==> config.mk <==
export PLATFORM = sky130hd
export DESIGN_NAME = rcv_ctrl_flat
export DESIGN_NICKNAME = d
export VERILOG_FILES = /design/src/rtl/rcv_ctrl_pkg.sv /design/src/rtl/rcv_ctrl_if.sv /design/src/rtl/rcv_ctrl_start_bit_det.sv /design/src/rtl/rcv_ctrl.sv /design/src/flat_wrapper.sv
export SDC_FILE = /design/constraint.sdc
export NUM_CORES = 1
export LEC_CHECK = 0
export BUFFER_PORTS_ARGS = -buffer_cell sky130_fd_sc_hd__buf_2
export CAP_MARGIN = 20
export CORE_UTILIZATION = 34
export DETAILED_ROUTE_END_ITERATION = 10
export MAX_ROUTING_LAYER = met4
export SYNTH_ARGS = -nofsm -noshare
export SYNTH_HDL_FRONTEND = slang
export SYNTH_HIERARCHICAL = 1
export SYNTH_SLANG_ARGS = --single-unit
==> constraint.sdc <==
create_clock -name clk -period 1.5 [get_ports clk]
set_input_delay 0.3 -clock clk [delete_from_list [all_inputs] [get_ports clk]]
set_output_delay 0.3 -clock clk [all_outputs]
set_load 0.02 [all_outputs]
==> src/rtl/rcv_ctrl_pkg.sv <==
// UART RX control: shared state encoding and reset constants.
package rx_pkg;
  typedef enum logic [2:0] {
    IDLE, CLEAR, RECEIVE, STOPWAIT,
    CHECK, LOAD, FRAMEERR
  } rcv_state_t;

  localparam logic SYNC_RESET_VAL = 1'b1;
endpackage

==> src/rtl/rcv_ctrl_if.sv <==
// UART RX control: line, timer and host-side signal bundle.
interface rcv_ctrl_if;
  logic serial_in;
  logic packet_done;
  logic stop_bit;
  logic data_read;
  logic enable_timer;
  logic sbc_clear;
  logic load_buffer;
  logic data_ready;
  logic framing_error;
  logic overrun_error;

  modport master (
    output serial_in, packet_done,
    output stop_bit, data_read,
    input  enable_timer, sbc_clear,
    input  load_buffer, data_ready,
    input  framing_error, overrun_error
  );

  modport slave (
    input  serial_in, packet_done,
    input  stop_bit, data_read,
    output enable_timer, sbc_clear,
    output load_buffer, data_ready,
    output framing_error, overrun_error
  );
endinterface

==> src/rtl/rcv_ctrl_start_bit_det.sv <==
// UART RX control: serial line synchroniser and start-edge detector.
module start_bit_det
  import rx_pkg::*;
#(
  parameter int SYNC_STAGES = 2
) (
  input  logic clk,
  input  logic rst,
  input  logic serial_in,
  output logic start_edge
);

  logic [SYNC_STAGES-1:0] sync;
  logic [SYNC_STAGES-1:0] filled;
  logic                   prev;
  logic                   armed;
  logic                   sync_out;

  assign sync_out = sync[SYNC_STAGES-1];

  // armed only once a real high has crossed the chain, so a line
  // held low through reset cannot look like a fresh falling edge
  always_ff @(posedge clk) begin
    if (rst) begin
      sync   <= {SYNC_STAGES{SYNC_RESET_VAL}};
      filled <= '0;
      prev   <= SYNC_RESET_VAL;
      armed  <= 1'b0;
    end else begin
      sync   <= {sync[SYNC_STAGES-2:0], serial_in};
      filled <= {filled[SYNC_STAGES-2:0], 1'b1};
      prev   <= sync_out;
      if (filled[SYNC_STAGES-1] && sync_out)
        armed <= 1'b1;
    end
  end

  assign start_edge = armed & prev & ~sync_out;

endmodule

==> src/rtl/rcv_ctrl.sv <==
// UART RX control: frame sequencing FSM and host status flags.
module rcv_ctrl
  import rx_pkg::*;
#(
  parameter int SYNC_STAGES = 2
) (
  input  logic       clk,
  input  logic       rst,
  rcv_ctrl_if.slave  bus
);

  rcv_state_t state;
  rcv_state_t state_nx;
  logic       start_edge;
  logic       ready_q;
  logic       frame_q;
  logic       overrun_q;

  start_bit_det #(
    .SYNC_STAGES(SYNC_STAGES)
  ) u_det (
    .clk        (clk),
    .rst        (rst),
    .serial_in  (bus.serial_in),
    .start_edge (start_edge)
  );

  always_ff @(posedge clk) begin
    if (rst) state <= IDLE;
    else     state <= state_nx;
  end

  always_comb begin
    state_nx         = state;
    bus.enable_timer = 1'b0;
    bus.sbc_clear    = 1'b0;
    bus.load_buffer  = 1'b0;
    unique case (state)
      IDLE:     if (start_edge) state_nx = CLEAR;
      CLEAR: begin
        bus.sbc_clear = 1'b1;
        state_nx      = RECEIVE;
      end
      RECEIVE: begin
        bus.enable_timer = 1'b1;
        if (bus.packet_done) state_nx = STOPWAIT;
      end
      STOPWAIT: state_nx = CHECK;
      CHECK:    state_nx = bus.stop_bit ? LOAD : FRAMEERR;
      LOAD: begin
        bus.load_buffer = 1'b1;
        state_nx        = IDLE;
      end
      FRAMEERR: state_nx = IDLE;
      default:  state_nx = IDLE;
    endcase
  end

  // a read coinciding with LOAD acknowledges the old word only
  always_ff @(posedge clk) begin
    if (rst) begin
      ready_q   <= 1'b0;
      frame_q   <= 1'b0;
      overrun_q <= 1'b0;
    end else begin
      if (state == CLEAR)         frame_q <= 1'b0;
      else if (state == FRAMEERR) frame_q <= 1'b1;
      if (state == LOAD) begin
        ready_q <= 1'b1;
        if (ready_q && !bus.data_read)
          overrun_q <= 1'b1;
      end else if (bus.data_read) begin
        ready_q   <= 1'b0;
        overrun_q <= 1'b0;
      end
    end
  end

  assign bus.data_ready    = ready_q;
  assign bus.framing_error = frame_q;
  assign bus.overrun_error = overrun_q;

endmodule

==> src/flat_wrapper.sv <==
// flat-port wrapper written by rule: the top's interface ports become plain ports
module rcv_ctrl_flat import rx_pkg::*;
#(
  parameter int SYNC_STAGES = 2
)
  (clk, rst, bus_serial_in, bus_packet_done, bus_stop_bit, bus_data_read, bus_enable_timer, bus_sbc_clear, bus_load_buffer, bus_data_ready, bus_framing_error, bus_overrun_error);
  rcv_ctrl_if bus_i ();
  input  logic clk;
  input  logic rst;
  input wire logic [$bits(bus_i.serial_in)-1:0] bus_serial_in;
  input wire logic [$bits(bus_i.packet_done)-1:0] bus_packet_done;
  input wire logic [$bits(bus_i.stop_bit)-1:0] bus_stop_bit;
  input wire logic [$bits(bus_i.data_read)-1:0] bus_data_read;
  output wire logic [$bits(bus_i.enable_timer)-1:0] bus_enable_timer;
  output wire logic [$bits(bus_i.sbc_clear)-1:0] bus_sbc_clear;
  output wire logic [$bits(bus_i.load_buffer)-1:0] bus_load_buffer;
  output wire logic [$bits(bus_i.data_ready)-1:0] bus_data_ready;
  output wire logic [$bits(bus_i.framing_error)-1:0] bus_framing_error;
  output wire logic [$bits(bus_i.overrun_error)-1:0] bus_overrun_error;
  assign bus_i.serial_in = bus_serial_in;
  assign bus_i.packet_done = bus_packet_done;
  assign bus_i.stop_bit = bus_stop_bit;
  assign bus_i.data_read = bus_data_read;
  assign bus_enable_timer = bus_i.enable_timer;
  assign bus_sbc_clear = bus_i.sbc_clear;
  assign bus_load_buffer = bus_i.load_buffer;
  assign bus_data_ready = bus_i.data_ready;
  assign bus_framing_error = bus_i.framing_error;
  assign bus_overrun_error = bus_i.overrun_error;
  rcv_ctrl #(.SYNC_STAGES(SYNC_STAGES)) u_core (.clk(clk), .rst(rst), .bus(bus_i));
endmodule
Word level (Yosys, flattened, before mapping)
Index checks and enable logic that the tools add are counted.

storage, ports and cells
  flip-flop bits (word level) = 12
  output and inout port bits = 6
  logic and storage cells = 41

cells by class
  equality and inequality tests = 9
  multiplexer cells = 12
  bitwise gates (word level) = 3
  reductions and logical operators = 8

operator list
  cell                                                             number
  3-bit one-hot mux with 5 select lines                            1
  3-bit == test, second input constant                             3
  1-bit 2-to-1 mux                                                 8
  3-bit by 2-bit == test with 1-bit output, second input constant  2
  3-bit 2-to-1 mux                                                 2
  2-bit != test, second input constant                             2
  2-bit AND reduction                                              2
  3-bit by 1-bit == test with 1-bit output, second input constant  1
  3-bit logical NOT                                                1
  1-bit bitwise AND                                                2
  1-bit logical AND                                                2
  2-bit 2-to-1 mux                                                 1
  2-bit by 1-bit != test with 1-bit output, second input constant  1
  2-bit nonzero test                                               1
  2-bit OR reduction                                               1
  1-bit logical NOT                                                1
  1-bit NOT                                                        1

Longest topological paths before layout
Gate-level depths: netlist of the first run.

  depth after elaboration = 4
  depth in mapped cells = 4
  mapped depth without buffers = 4

Modules after synthesis
The synthesis of the first run kept the hierarchy.

by module, submodules not included
  module         instances  cells each  area each (µm²)
  rcv_ctrl       1          33          294.0
  start_bit_det  1          14          166.4

Worst setup path after synthesis of the first run
No wires, ideal clock.

  kind = register -> output
  start = reg u_core.state[1]
  end = out bus_enable_timer
  arrival time = 953 ps
  required time = 1200 ps
  path slack = 247 ps
  stages on the path, launching flop included = 3
  path buffers = 1
  path through = dfxtp_1 -> buf_6 -> nor3b_1

between the ends
  cells in the longest elaborated chain, start to end = 2

ends and longest elaborated chain
  element                                   line                text
  from (decl)                               rcv_ctrl.sv:12      rcv_state_t state;
  from (signal assigned)                    rcv_ctrl.sv:30      else state <= state_nx;
  3-bit by 2-bit == test with 1-bit output  rcv_ctrl.sv:38      unique case (state)
  1-bit 2-to-1 mux                          rcv_ctrl.sv:38
  to (decl)                                 flat_wrapper.sv:14  output wire logic [$bits(bus_i.enable_timer)-1:0] bus_enable_timer;

Every way passes these cells.

Worst setup path in the final report of the first run
  start = reg u_core.state[1]
  end = out bus_load_buffer

between the ends
  cells in the longest elaborated chain, start to end = 2

ends and longest elaborated chain
  element           line                text
  3-bit == test     rcv_ctrl.sv:38
  1-bit 2-to-1 mux  rcv_ctrl.sv:38
  to (decl)         flat_wrapper.sv:16  output wire logic [$bits(bus_i.load_buffer)-1:0] bus_load_buffer;

Every way passes these cells.

==> results of run 1 <==
==> metrics by stage <==
stage          std cells  power, W
4_1_cts               74  0.000607
6_report              74  0.000598
5_1_grt               74  0.000626
3_5_place_dp          70  0.000363
3_3_place_gp          70  0.000362
2_1_floorplan         47  0.000350
==> final cells by class <==
class / count / area, µm²
Inverter: 2 / 7.51
Timing Repair Buffer: 11 / 55.1
Fill cell: 117 / 632
Multi-Input combinational cell: 31 / 194
Clock buffer: 4 / 36.3
Sequential cell: 12 / 244
Tap cell: 14 / 17.5
==> what timing repair did <==
action / CTS / global route
setup buffers: 0 / 0
resized for setup: 0 / 3
endpoints found under the setup margin: 0 / 2
==> power by group through the flow <==
stage | Combinational, W | Sequential [W] | Clock (W)
floorplan | 0.0000128 | 0.000337 | 0
global placement | 0.0000231 | 0.000338 | 0
detailed placement | 0.0000235 | 0.000339 | 0
CTS | 0.0000237 | 0.000332 | 0.000251
global route | 0.0000266 | 0.000332 | 0.000267
finish | 0.0000229 | 0.000332 | 0.000243
==> worst reg2reg max path, stage by stage (launching register included) <==
cell and delay [ns]:
dfxtp_2 0.41, and3b_2 0.26, o21ai_1 0.12, a21oi_1 0.07
==> layer usage <==
layer / part of all wire / global-route usage / vias up
met5: 0 / - / -
met4: 0 / 0.0776 / 0
met3: 0.035 / 0.0347 / 0
met2: 0.45 / 0.175 / 9
met1: 0.51 / 0.161 / 146
li1: - / - / 182
==> state kept, by name, indices dropped and copies added (netlist names) <==
name                      flops
u_core/u_det/armed            1
u_core/u_det/prev             1
u_core/bus.overrun_error      1
u_core/u_det/sync             2
u_core/bus.data_ready         1
u_core/u_det/filled           2
u_core/state                  3
u_core/bus.framing_error      1
==> cell usage in the layout (no fill, tap or decap), drive strengths merged <==
cell type	count
clkbuf	4
nand3b	1
nand2	1
nor2	5
nor3	1
nor2b	2
buf	11
o21a	1
dfxtp	12
and3b	2
and2b	1
mux2i	2
inv	2
o21ai	3
or2	3
nand3	1
nand2b	1
o31ai	1
nor3b	2
a21oi	4
==> how the worst min path moves through the flow <==
stage	end	slack, ns	cells past startpoint
finish	u_core/u_det/sync[0]	0.21	2
global route	u_core/u_det/sync[0]	0.20	2
CTS	u_core/u_det/sync[0]	0.21	2
detailed placement	u_core/u_det/sync[1]	0.40	1
global placement	u_core/u_det/sync[1]	0.39	1
floorplan	u_core/u_det/filled[0]	0.36	1
==> logic make-up (layout without fill, tap and decap cells) <==
| family | after synthesis | count (layout) | synth area share |
|---|---|---|---|
| simple gates | 20 | 20 | 0.269 |
| buf+inv | 4 | 17 | 0.0571 |
| mux | 2 | 2 | 0.0435 |
| flops | 12 | 12 | 0.522 |
| compound gates | 9 | 9 | 0.109 |
==> flow_summary_export.csv, run 1 <==
group,metric,value,unit
global_route,grt_pass1_wl,1.24,mm
power,pwr-share-seq,0.555,
global_route,grt_start_max_net_pins,13,
cts,clk_path_buf_depth,2,
routing,vias,337,
global_route,grt.total_usage,0.126,
die,core,0.00119,mm²
yosys,yosys_register_bits,12,
sta,fin_setup_tns,0,ns
layout,syn_to_final_growth,20.4,%
cts,cts_buffers,3,
sta,rsz0062_at_grt,"false",
routing,final_antenna_net_count,0,
die,dieHeight,38.8,µm
sta,maxSlewViolCount,0,
sta,post-route-period-util,0.925,
cts,clk-insertion-delay-late,0.26,ns
critical_path,r2r-start,"u_core/state[1]",
yosys,synth.distinct_cells,22,
sta,worst_pin_slew,0.221,ns
power,leakage,0.244,nW
power,p_sw_frac,0.188,
critical_path,startpoint_type,"flip-flop",
layout,fin_util,0.467,
status,status,"complete, no violations",
yosys,synth-edff-count,0,
placed_design,placed_area,514,µm²
layout,drive_gt1_frac,0.333,
hold_path,hp-class,"in2reg",
sta,finalHoldViolCount,0,
critical_path,worstPathCellList,"and3b_2 > buf_2",
critical_path,cp_top_family,"flip-flops",
die,die_w,38.8,µm
placed_design,io_buffers,11,
yosys,synth_area,460,µm²
critical_path,critPathKind,"reg2out",
critical_path,critical-path-slowest-cell,"dfxtp_2",
yosys,synth_nets,53,
layout,final_cell_area,554,µm²
hold_path,hp-start,"bus_serial_in",
routing,totalWireLength,708,µm
yosys,ys_warn_count,6,
critical_path,path_buf_inv,1,
global_route,grt.overflow.total,0,
die,start_util,0.388,
cts,clock-sinks,12,
yosys,synthCells,47,
critical_path,endpoint,"bus_load_buffer",
routing,drtPass1Iterations,2,
routing,route.detailed.drc,0,
critical_path,cp-end-kind,"primary output",
yosys,synth_top_area_cell,"dfxtp_1",
placed_design,gp_congestion,0.684,
critical_path,cp.required,1.20,ns
power,power_density,1080,mW/mm²
layout,n_antenna_cell,0,
cts,cts_tree,"built",
critical_path,cp.depth,2,
yosys,ys_async_sr_fraction,0,
die,dieArea,0.00151,mm²
critical_path,critical_path.max_stage_delay,0.41,ns
yosys,ys_seq_area_frac,0.522,
sta,slew_headroom,0.851,
layout,fin_nets,67,
yosys,synthTopCellsByArea,"dfxtp_1 (52%), a21oi_1 (4.3%), mux2i_1 (4.3%)",
flow_run,maxCapViolations,0,
critical_path,r2r_slack,0.54,ns
yosys,synth_top_flop_cell,"dfxtp_1",
critical_path,worst-path-max-fanout,9,
cts,htreeDepth,1,
yosys,yosysTopAreaCellShare,0.522,
critical_path,r2r_cells,3,
critical_path,crit_start,"u_core/state[1]",
yosys,yosys-top-cells-count,"dfxtp_1 (12), nor2_1 (5), a21oi_1 (4)",
sta,clock_skew,0.00279,ns
power,comb_power_share,0.038,
power,clockPowerShare,0.407,
critical_path,crit_arrival,1.09,ns
die,io_pins,12,
power,p_int,0.000486,W
die,row_count,12,
sta,timing.fmax,721,MHz
sta,period_minus_slack,1.39,ns
placed_design,dpl_worst_slack,0.310,ns
routing,vias_per_cell,4.55,
cts,hold_buffers,0,
sta,fin_hold_ws,0.211,ns
global_route,grt_pass1_vias,309,
routing,drt_iter0_markers,1,
cts,clk_pin_slew,0.07,ns
global_route,antenna_found_initial,0,
power,vdd.ir_drop.worst,0.740,mV
cts,cts_root_buf,"clkbuf_4",
yosys,syn_area_per_cell,9.80,µm²
critical_path,rr_endpoint,"u_core/bus.overrun_error",
routing,avgRoutedWirePerCell,9.57,µm
power,power.switching,0.000112,W
sta,setup-violations-final,0,
yosys,yosysMostFrequentCell,"dfxtp_1",
sta,timing.final.ws_setup,0.113,ns
placed_design,hpwl,534,µm
No activity file was read; power rests on OpenSTA's default activity.
==> run 2, diff against run 1 <==
ABC_AREA = 1   (was unset)
==> run 2 against run 1 <==
  * Sequential power up 13%
  * Total power up 29%
  * Clock skew is 0.00074 ns lower
  * Critical endpoint is now bus_sbc_clear
  * Critical path type unchanged
  * Area after synthesis is 8.2% higher
  * Clock power rose by 4%
  * Core utilization shrank 1.9 points
  * Synthesized cell count increased by 40%
  * Non-clock buffer count is the same
  * Sequential share of layout area decreased by 3.6 points
  * Global-route usage is 0.66 points higher
  * Cell area grew 7.9%
==> flow_summary_export.csv, run 2 <==
group,metric,value,unit
status,status,"complete, no violations",
global_route,grt_pass1_vias,336,
yosys,yosys_register_bits,12,
hold_path,hp-class,"in2reg",
power,power_density,1290,mW/mm²
routing,vias,413,
sta,timing.fmax,706,MHz
yosys,synth_nets,72,
sta,period_minus_slack,1.42,ns
cts,clock-sinks,12,
sta,maxSlewViolCount,0,
layout,syn_to_final_growth,20.1,%
cts,cts_root_buf,"clkbuf_4",
placed_design,dpl.cell_count,91,
layout,drive_gt1_frac,0.288,
yosys,ys_seq_area_frac,0.482,
cts,cts_resized,1,
layout,n_antenna_cell,0,
sta,finalHoldViolCount,0,
critical_path,worstPathCellList,"inv_2 > nand3_1 > inv_1 > buf_2",
critical_path,critical-path-slowest-cell,"dfxtp_1",
placed_design,io_buffers,11,
global_route,grt_start_max_net_pins,11,
layout,largest_reg_flops,3,
layout,reg.largest.list,"u_core/state: 3 flops, u_core/u_det/filled: 2 flops, u_core/u_det/sync: 2 flops",
yosys,yosysMostFrequentCell,"nand2_1",
yosys,yosys-top-cells-count,"nand2_1 (18), dfxtp_1 (12), inv_1 (10)",
routing,final_antenna_net_count,0,
routing,totalWireLength,795,µm
layout,final_cell_mix,"nand2_1 (18), buf_2 (11), dfxtp_1 (11), inv_1 (10)",
layout,final_common_cell,"nand2_1",
global_route,grt.total_usage,0.133,
yosys,yosysTopAreaCellShare,0.482,
die,die_w,40.3,µm
critical_path,startpoint_type,"flip-flop",
sta,fin_setup_tns,0,ns
die,core,0.00133,mm²
sta,worst_pin_slew,0.236,ns
layout,nFillCells,152,
placed_design,hpwl,588,µm
yosys,syn_area_per_cell,7.55,µm²
flow_run,maxCapViolations,0,
routing,route.detailed.drc,0,
yosys,synth-edff-count,0,
yosys,synth_top_flop_cell,"dfxtp_1",
layout,regMostFlops,"u_core/state",
sta,timing.final.ws_setup,0.0838,ns
layout,layout.cells.non_filler,95,
layout,register_area,241,µm²
die,row_count,13,
global_route,grt.overflow.total,0,
power,leakage,0.304,nW
sta,setup-violations-final,0,
layout,multi_input_area,201,µm²
critical_path,crit_arrival,1.12,ns
critical_path,worst-path-max-fanout,6,
cts,hold_buffers,0,
cts,htreeDepth,1,
power,vdd.ir_drop.worst,0.510,mV
sta,slew_headroom,0.843,
critical_path,cp.required,1.20,ns
placed_design,gp_congestion,0.687,
die,dieHeight,40.3,µm
yosys,ys_async_sr_fraction,0,
global_route,antenna_found_initial,0,
placed_design,dpl_worst_slack,0.281,ns
sta,rsz0062_at_grt,"false",
yosys,synth.distinct_cells,13,
cts,cts_buffers,3,
routing,avgRoutedWirePerCell,8.37,µm
critical_path,critical_path.max_stage_delay,0.45,ns
global_route,grt_pass1_wl,1.31,mm
routing,drt_iter0_markers,9,
layout,fin_nets,87,
cts,clk-insertion-delay-late,0.27,ns
cts,clk_path_buf_depth,2,
yosys,ys_warn_count,6,
cts,cts_setup_buffers,0,
yosys,synth_top_area_cell,"dfxtp_1",
critical_path,critPathKind,"reg2out",
routing,drtPass1Iterations,4,
yosys,synthTopCellsByArea,"dfxtp_1 (48%), nand2_1 (14%), inv_1 (7.5%)",
cts,cts_tree,"built",
sta,clock_skew,0.00205,ns
routing,vias_per_cell,4.35,
yosys,synthCells,66,
die,start_util,0.373,
critical_path,cp-end-kind,"primary output",
die,io_pins,12,
yosys,synth_area,498,µm²
die,dieArea,0.00162,mm²
cts,clk_pin_slew,0.07,ns
sta,post-route-period-util,0.944,
run 2: changes by cell type in the layout (fill, tap and decap cells not counted), sizes merged, moves of 2 or more:
cell,delta
a21oi,+2
and3b,-2
inv,+10
mux2i,-2
nand2,+17
nand3,+4
nor2,+3
nor2b,-2
nor3b,-2
o21ai,-3
run 2: kinds of logic after synthesis:
logic type / share of synthesized area
AOI/OAI and AO/OA: 0.0754
buffers and inverters: 0.113
DFF: 0.482
and+or+nand+nor: 0.329
run 2: power by group:
part / leakage [nW] / internal (W) / total, W / switching (W)
Sequential: 0.0988 / 0.000341 / 0.000374 / 0.0000325
Clock: 0.0210 / 0.000147 / 0.000252 / 0.000104
Combinational: 0.184 / 0.0000566 / 0.000144 / 0.0000879
Total: 0.304 / 0.000545 / 0.000770 / 0.000225
run 2: cell type report:
| class | count | area share |
|---|---|---|
| Sequential cell | 12 | 0.404 |
| Multi-Input combinational cell | 41 | 0.337 |
| Inverter | 12 | 0.0753 |
| Clock buffer | 4 | 0.0607 |
| Tap cell | 15 | 0.0314 |
| Timing Repair Buffer | 11 | 0.0921 |
run 2: final timing paths:
kind | from | to | slack [ns] | depth (start not counted)
max | u_core/state[2] | bus_sbc_clear | 0.08 | 4
min | bus_serial_in | u_core/u_det/sync[0] | 0.21 | 2
max reg2reg | u_core/state[1] | u_core/bus.overrun_error | 0.60 | 5
min reg2reg | u_core/u_det/sync[0] | u_core/u_det/sync[1] | 0.41 | 1
run 2: routing by layer:
metal / vias to the layer above / track usage / wire [µm] / share of wire
met5: - / - / 0 / 0
met4: 0 / 0.100 / 8 / 0.010
met3: 2 / 0.0500 / 31 / 0.039
met2: 10 / 0.185 / 344 / 0.43
met1: 176 / 0.153 / 410 / 0.52
li1: 225 / - / - / -
run 2: per-stage QoR:
step / util / cell area, µm² / power [W] / hold slack, ns
final: 0.448 / 598 / 0.000770 / 0.206
after global routing: 0.448 / 598 / 0.000823 / 0.194
after CTS: 0.448 / 598 / 0.000785 / 0.198
after detailed placement: 0.420 / 561 / 0.000524 / 0.394
after global placement: 0.420 / 561 / 0.000524 / 0.392
after floorplan: - / 498 / 0.000500 / 0.357
run 2: critical path: cells and delay by family (launching register included):
family / cells / cell delay (ns)
buf+inv: 3 / 0.29
flops: 1 / 0.45
simple gates: 1 / 0.11
